$ cat src/rtl/sst_bank_engine.sv
// Save-state bus initiator: walks ID byte + N_REGS mapper registers, streaming them out (save) or writing them back (load).
// Latency: RD_WAIT cycles per register read, WE_HOLD+1 cycles per register write, one cycle per stream handshake.
// Backpressure: out_valid/out_ready and in_valid/in_ready stall indefinitely; sst_act stays high while stalled.
module sst_bank_engine #(
    parameter int N_REGS  = 16,
    parameter int ID_ADDR = 127,
    parameter int RD_WAIT = 2,
    parameter int WE_HOLD = 8
) (
    input  logic       clk,
    input  logic       rst_n,
    input  logic       start,
    input  logic       mode,
    output logic [7:0] out_data,
    output logic       out_valid,
    input  logic       out_ready,
    input  logic [7:0] in_data,
    input  logic       in_valid,
    output logic       in_ready,
    output logic       sst_act,
    output logic [7:0] sst_addr,
    output logic [7:0] sst_dato,
    output logic       sst_we_reg,
    input  logic [7:0] sst_di,
    output logic       busy,
    output logic       done,
    output logic       err
);

    typedef enum logic [3:0] {
        S_IDLE,
        S_ID_RD,
        S_ID_OUT,
        S_ID_CHK,
        S_REG_RD,
        S_REG_OUT,
        S_REG_GET,
        S_REG_WR,
        S_FIN
    } state_t;

    localparam logic [6:0] LAST_IDX  = 7'(N_REGS - 1);
    localparam logic [3:0] RD_WAIT_V = 4'(RD_WAIT);
    localparam logic [7:0] WE_HOLD_V = 8'(WE_HOLD);
    localparam logic [7:0] ID_ADDR_V = 8'(ID_ADDR);

    state_t     state;
    logic       mode_q;     // 0 = save, 1 = load
    logic [6:0] idx;
    logic [3:0] wait_cnt;
    logic [7:0] hold_cnt;
    logic [7:0] id_q;

    // Session sequencer; every output is a register so the mapper bus never sees decode glitches.
    always_ff @(posedge clk or negedge rst_n) begin
        if (!rst_n) begin
            state      <= S_IDLE;
            mode_q     <= 1'b0;
            idx        <= '0;
            wait_cnt   <= '0;
            hold_cnt   <= '0;
            id_q       <= '0;
            out_data   <= '0;
            out_valid  <= 1'b0;
            in_ready   <= 1'b0;
            sst_act    <= 1'b0;
            sst_addr   <= '0;
            sst_dato   <= '0;
            sst_we_reg <= 1'b0;
            busy       <= 1'b0;
            done       <= 1'b0;
            err        <= 1'b0;
        end else begin
            done <= 1'b0;
            err  <= 1'b0;
            case (state)
                S_IDLE: begin
                    if (start) begin
                        mode_q   <= mode;
                        sst_act  <= 1'b1;
                        busy     <= 1'b1;
                        sst_addr <= ID_ADDR_V;
                        wait_cnt <= RD_WAIT_V;
                        state    <= S_ID_RD;
                    end
                end
                S_ID_RD: begin
                    // Sample on the last wait cycle so the address has been stable RD_WAIT cycles.
                    wait_cnt <= wait_cnt - 4'd1;
                    if (wait_cnt == 4'd1) begin
                        id_q <= sst_di;
                        if (mode_q) begin
                            in_ready <= 1'b1;
                            state    <= S_ID_CHK;
                        end else begin
                            out_data  <= sst_di;
                            out_valid <= 1'b1;
                            state     <= S_ID_OUT;
                        end
                    end
                end
                S_ID_OUT: begin
                    if (out_ready) begin
                        out_valid <= 1'b0;
                        idx       <= '0;
                        sst_addr  <= '0;
                        wait_cnt  <= RD_WAIT_V;
                        state     <= S_REG_RD;
                    end
                end
                S_REG_RD: begin
                    wait_cnt <= wait_cnt - 4'd1;
                    if (wait_cnt == 4'd1) begin
                        out_data  <= sst_di;
                        out_valid <= 1'b1;
                        state     <= S_REG_OUT;
                    end
                end
                S_REG_OUT: begin
                    if (out_ready) begin
                        out_valid <= 1'b0;
                        if (idx == LAST_IDX) begin
                            sst_act <= 1'b0;
                            done    <= 1'b1;
                            state   <= S_FIN;
                        end else begin
                            idx      <= idx + 7'd1;
                            sst_addr <= {1'b0, idx + 7'd1};
                            wait_cnt <= RD_WAIT_V;
                            state    <= S_REG_RD;
                        end
                    end
                end
                S_ID_CHK: begin
                    if (in_valid) begin
                        if (in_data == id_q) begin
                            idx      <= '0;
                            sst_addr <= '0;
                            state    <= S_REG_GET;
                        end else begin
                            // Wrong mapper image: abort before any register is touched.
                            in_ready <= 1'b0;
                            sst_act  <= 1'b0;
                            busy     <= 1'b0;
                            err      <= 1'b1;
                            state    <= S_IDLE;
                        end
                    end
                end
                S_REG_GET: begin
                    if (in_valid) begin
                        in_ready   <= 1'b0;
                        sst_dato   <= in_data;
                        hold_cnt   <= WE_HOLD_V;
                        sst_we_reg <= 1'b1;
                        state      <= S_REG_WR;
                    end
                end
                S_REG_WR: begin
                    if (sst_we_reg) begin
                        hold_cnt <= hold_cnt - 8'd1;
                        if (hold_cnt == 8'd1) begin
                            sst_we_reg <= 1'b0;
                        end
                    end else begin
                        // Strobe-low gap cycle: address/data still held, advance afterwards.
                        if (idx == LAST_IDX) begin
                            sst_act <= 1'b0;
                            done    <= 1'b1;
                            state   <= S_FIN;
                        end else begin
                            idx      <= idx + 7'd1;
                            sst_addr <= {1'b0, idx + 7'd1};
                            in_ready <= 1'b1;
                            state    <= S_REG_GET;
                        end
                    end
                end
                S_FIN: begin
                    busy  <= 1'b0;
                    state <= S_IDLE;
                end
                default: begin
                    state <= S_IDLE;
                end
            endcase
        end
    end

endmodule

$ cat config.mk
export PLATFORM = sky130hd
export DESIGN_NAME = sst_bank_engine
export DESIGN_NICKNAME = d
export VERILOG_FILES = /design/src/rtl/sst_bank_engine.sv
export SDC_FILE = /design/constraint.sdc
export NUM_CORES = 1
export LEC_CHECK = 0
export BUFFER_PORTS_ARGS = -buffer_cell sky130_fd_sc_hd__clkbuf_2
export CAP_MARGIN = 20
export CORE_MARGIN = 1
export CORE_UTILIZATION = 55
export CTS_BUF_LIST = sky130_fd_sc_hd__clkbuf_8
export DETAILED_ROUTE_END_ITERATION = 10
export GPL_ROUTABILITY_DRIVEN = 0
export HOLD_SLACK_MARGIN = 0.06
export PLACE_DENSITY = 0.78
export SETUP_SLACK_MARGIN = 0.3
export SYNTH_ARGS = -nofsm -noshare
export SYNTH_HDL_FRONTEND = slang
export SYNTH_SLANG_ARGS = --single-unit
$ cat constraint.sdc
create_clock -name clk -period 3.94 [get_ports clk]
set_clock_uncertainty 0.1 [all_clocks]
set_input_delay 0.197 -clock clk [delete_from_list [all_inputs] [get_ports clk]]
set_output_delay 0.197 -clock clk [all_outputs]
set_load 0.01 [all_outputs]
==> flow_metrics.tcl <==
set metrics [dict create \
    post-cts-setup-buffers 0 \
    coreArea_um2 5990 \
    placed_area_um2 3700 \
    synth_edf_count 0 \
    relSlewSlack_pct 45.0 \
    p_sw_mw 1.12 \
    synth_seq_cells 62 \
    crit_family "simple AND/OR/NAND/NOR gates" \
    p_int_mw 1.75 \
    drc_errors 0 \
    ys_warn_count 0 \
    wire_per_inst_um 15.7 \
    areaGrowthSynthToFinish_pct 18.5 \
    drtIter0Drc 332 \
    crit_fanout 20 \
    dieWidth_um 81.1 \
    drt-total-wl_mm 7.57 \
    fillers 436 \
    clk_pin_slew_ns 0.07 \
    hp-class "in2reg" \
    crit_path_max_incr_delay_ns 0.74 \
    path_buf_inv 0 \
    dp_cells 447 \
    first_global_vias 2662 \
    io_pins 53 \
    hold_viol 0 \
    startpoint_type "register" \
    crit_arrival_ns 2.60 \
    synth.avg_cell_area_um2 10.2 \
    drt-pass1-iter-count 4 \
    ir_worst_vdd_uv 417 \
    detail-route-antenna-nets 0 \
    synthesis.instances 337 \
    multi_input_area_um2 1740 \
    critPathKind "reg2reg" \
    cts_max_level 3 \
    die_y_um 81.1 \
    drive_gt1_share_pct 26.1 \
    critPathRequiredTime_ns 4.07 \
    stdcell_count 481 \
    diodes 0 \
    synth_nets 364 \
    p_seq_share_pct 38.7 \
    die_area_um2 6580 \
    p_sw_share_pct 39.0 \
    seqCellArea_um2 1550 \
    clk-insertion-delay-late_ns 0.34 \
    ys_seq_area_share_pct 45.1 \
    num_vias 2757 \
    crit_chain "and2b_1 > nand2_1 > o21ai_2 > nor3_4 > mux2_4" \
    design_area_um2 4080 \
    end_kind "register" \
    finalWorstSetupSlack_ns 1.47 \
    synth_flop_cell "dfrtp_1" \
    grt_usage_pct 25.3 \
    setup_viol 0 \
    initial_utilization_pct 57.4 \
    hpwl_mm 5.08 \
    drv_slew 0 \
    tightest_slew_ns 0.826 \
    grt_pass1_wl_mm 12.6 \
    hold_ws_ns 0.0799 \
    fmaxAchievable_mhz 404 \
    grt_start_max_net_pins 34 \
    status "completed" \
    rsz0062_at_grt "false" \
    avgViaCountPerCell 5.73 \
    finalCriticalPeriod_ns 2.47 \
    power_per_cell_area_nw_per_um2 702 \
    overflow 0 \
    fin_setup_tns_ns 0 \
    antenna_found_initial 0 \
    preCtsSetupSlack_ns 1.51 \
    maxCapViolations 0 \
    netlist_area_um2 3440 \
    p_leak_nw 1.88 \
    io_buffers 51 \
    numCtsBuffers 9 \
    numClockSinks 62 \
    rows 28 \
    cp_slowest_cell "dfrtp_1" \
    power_frac_comb_pct 41.7 \
    period_share_pct 62.8 \
    ys_types 63 \
    async_reset_ff_share_pct 100 \
    cts_tree "yes" \
    clockPowerShare_pct 19.6 \
    nets 428 \
    clock-root-buffer "clkbuf_8" \
    cts_buffer_depth 2 \
]
## Yosys cell counts (3+ instances only)
cell type  count  area share, %
a22oi_1        3           0.65
xor2_1        15            3.8
nor3_1         6           0.87
nand4_1        6            1.1
ha_1           5            1.8
a32oi_1        3           0.76
a22o_1         3           0.76
nor3b_1        4           0.87
xnor2_1        5            1.3
inv_1         15            1.6
o21ai_0       20            2.9
buf_4          4           0.87
nand3_1       10            1.5
and2_1         4           0.73
and3_1         5           0.91
nand3b_1       3           0.65
nor2_1        24            2.6
nor2b_1        5           0.91
buf_2          9            1.3
mux2_4         8            3.5
clkbuf_1       3           0.33
a21o_1         3           0.65
a21oi_1        5           0.73
o2bb2ai_1      3           0.76
mux2_2        18            5.9
nand2_1       38            4.1
dfrtp_1       62             45
nand2b_1       3           0.55
nor4_1         3           0.55
## worst paths after layout
kind	start	end	slack, ns	cells after the start
min in group asynchronous	rst_n	mode_q	0.36	2
setup reg to reg	state[3]	sst_addr[0]	1.47	5
hold / removal	out_ready	out_valid	0.08	2
setup / recovery	state[3]	sst_addr[0]	1.47	5
max in group asynchronous	rst_n	state[3]	2.46	3
hold reg to reg	sst_dato[3]	sst_dato[3]	0.39	2
## cell families (layout without fill, tap and decap cells)
group	count (synthesis)	count (layout)	share of synthesized area (%)
other cells	1	1	0.109
fa+ha+maj	5	5	1.82
flops	62	62	45.1
compound gates	60	60	12.5
simple gates	129	129	20.9
xor+xnor	20	20	5.09
mux	28	28	9.96
buf+inv	32	101	4.47
## layout by cell type, fill, tap and decap left out, types with 4 or more instances in the layout
cell            n
and3_1          5
a21oi_1         5
and2_1          4
o21ai_0        20
nor3_1          6
dlygate4sd3_1  18
dfrtp_1        62
nor2b_1         5
nor3b_1         4
clkbuf_2       51
clkbuf_8        9
nand4_1         6
ha_1            5
xnor2_1         5
nand2_1        38
nand3_1        10
nor2_1         24
inv_1          15
xor2_1         15
mux2_4          8
mux2_2         18
## through the flow
stage / utilization [%] / power [mW]
after global routing: 68.0 / 3.06
after floorplan: - / 1.98
after global placement: 61.8 / 2.24
after detailed placement: 61.8 / 2.28
final: 68.0 / 2.86
after CTS: 68.0 / 2.86
## area by class of cell
| class | instances | share of cell area [%] |
|---|---|---|
| Clock buffer | 9 | 3.04 |
| Clock inverter | 7 | 1.78 |
| Inverter | 15 | 1.38 |
| Multi-Input combinational cell | 243 | 42.6 |
| Sequential cell | 62 | 38.1 |
| Tap cell | 75 | 2.30 |
| Timing Repair Buffer | 70 | 10.9 |
## power groups by stage
| stage | clock network, mW | registers, mW | logic [mW] |
|---|---|---|---|
| after floorplan | 0 | 1.07 | 0.909 |
| after global placement | 0 | 1.10 | 1.15 |
| after detailed placement | 0 | 1.11 | 1.17 |
| after CTS | 0.570 | 1.10 | 1.20 |
| after global routing | 0.594 | 1.14 | 1.32 |
| final | 0.561 | 1.11 | 1.19 |
## per-layer routing
layer  track usage [%]  vias to the layer above  part of all wire [%]
met1              33.6                     1320                    46
met2              40.8                       95                    48
met5                 0                        -                     0
li1                  -                     1324                     -
met3              4.04                       18                   4.4
met4              11.4                        0                   2.2
## timing repair
action / CTS / global route
resized for setup: 0 / 0
hold buffers: 18 / 0
endpoints found under the hold margin: 54 / 0
Power figures use the tool's default switching activity.
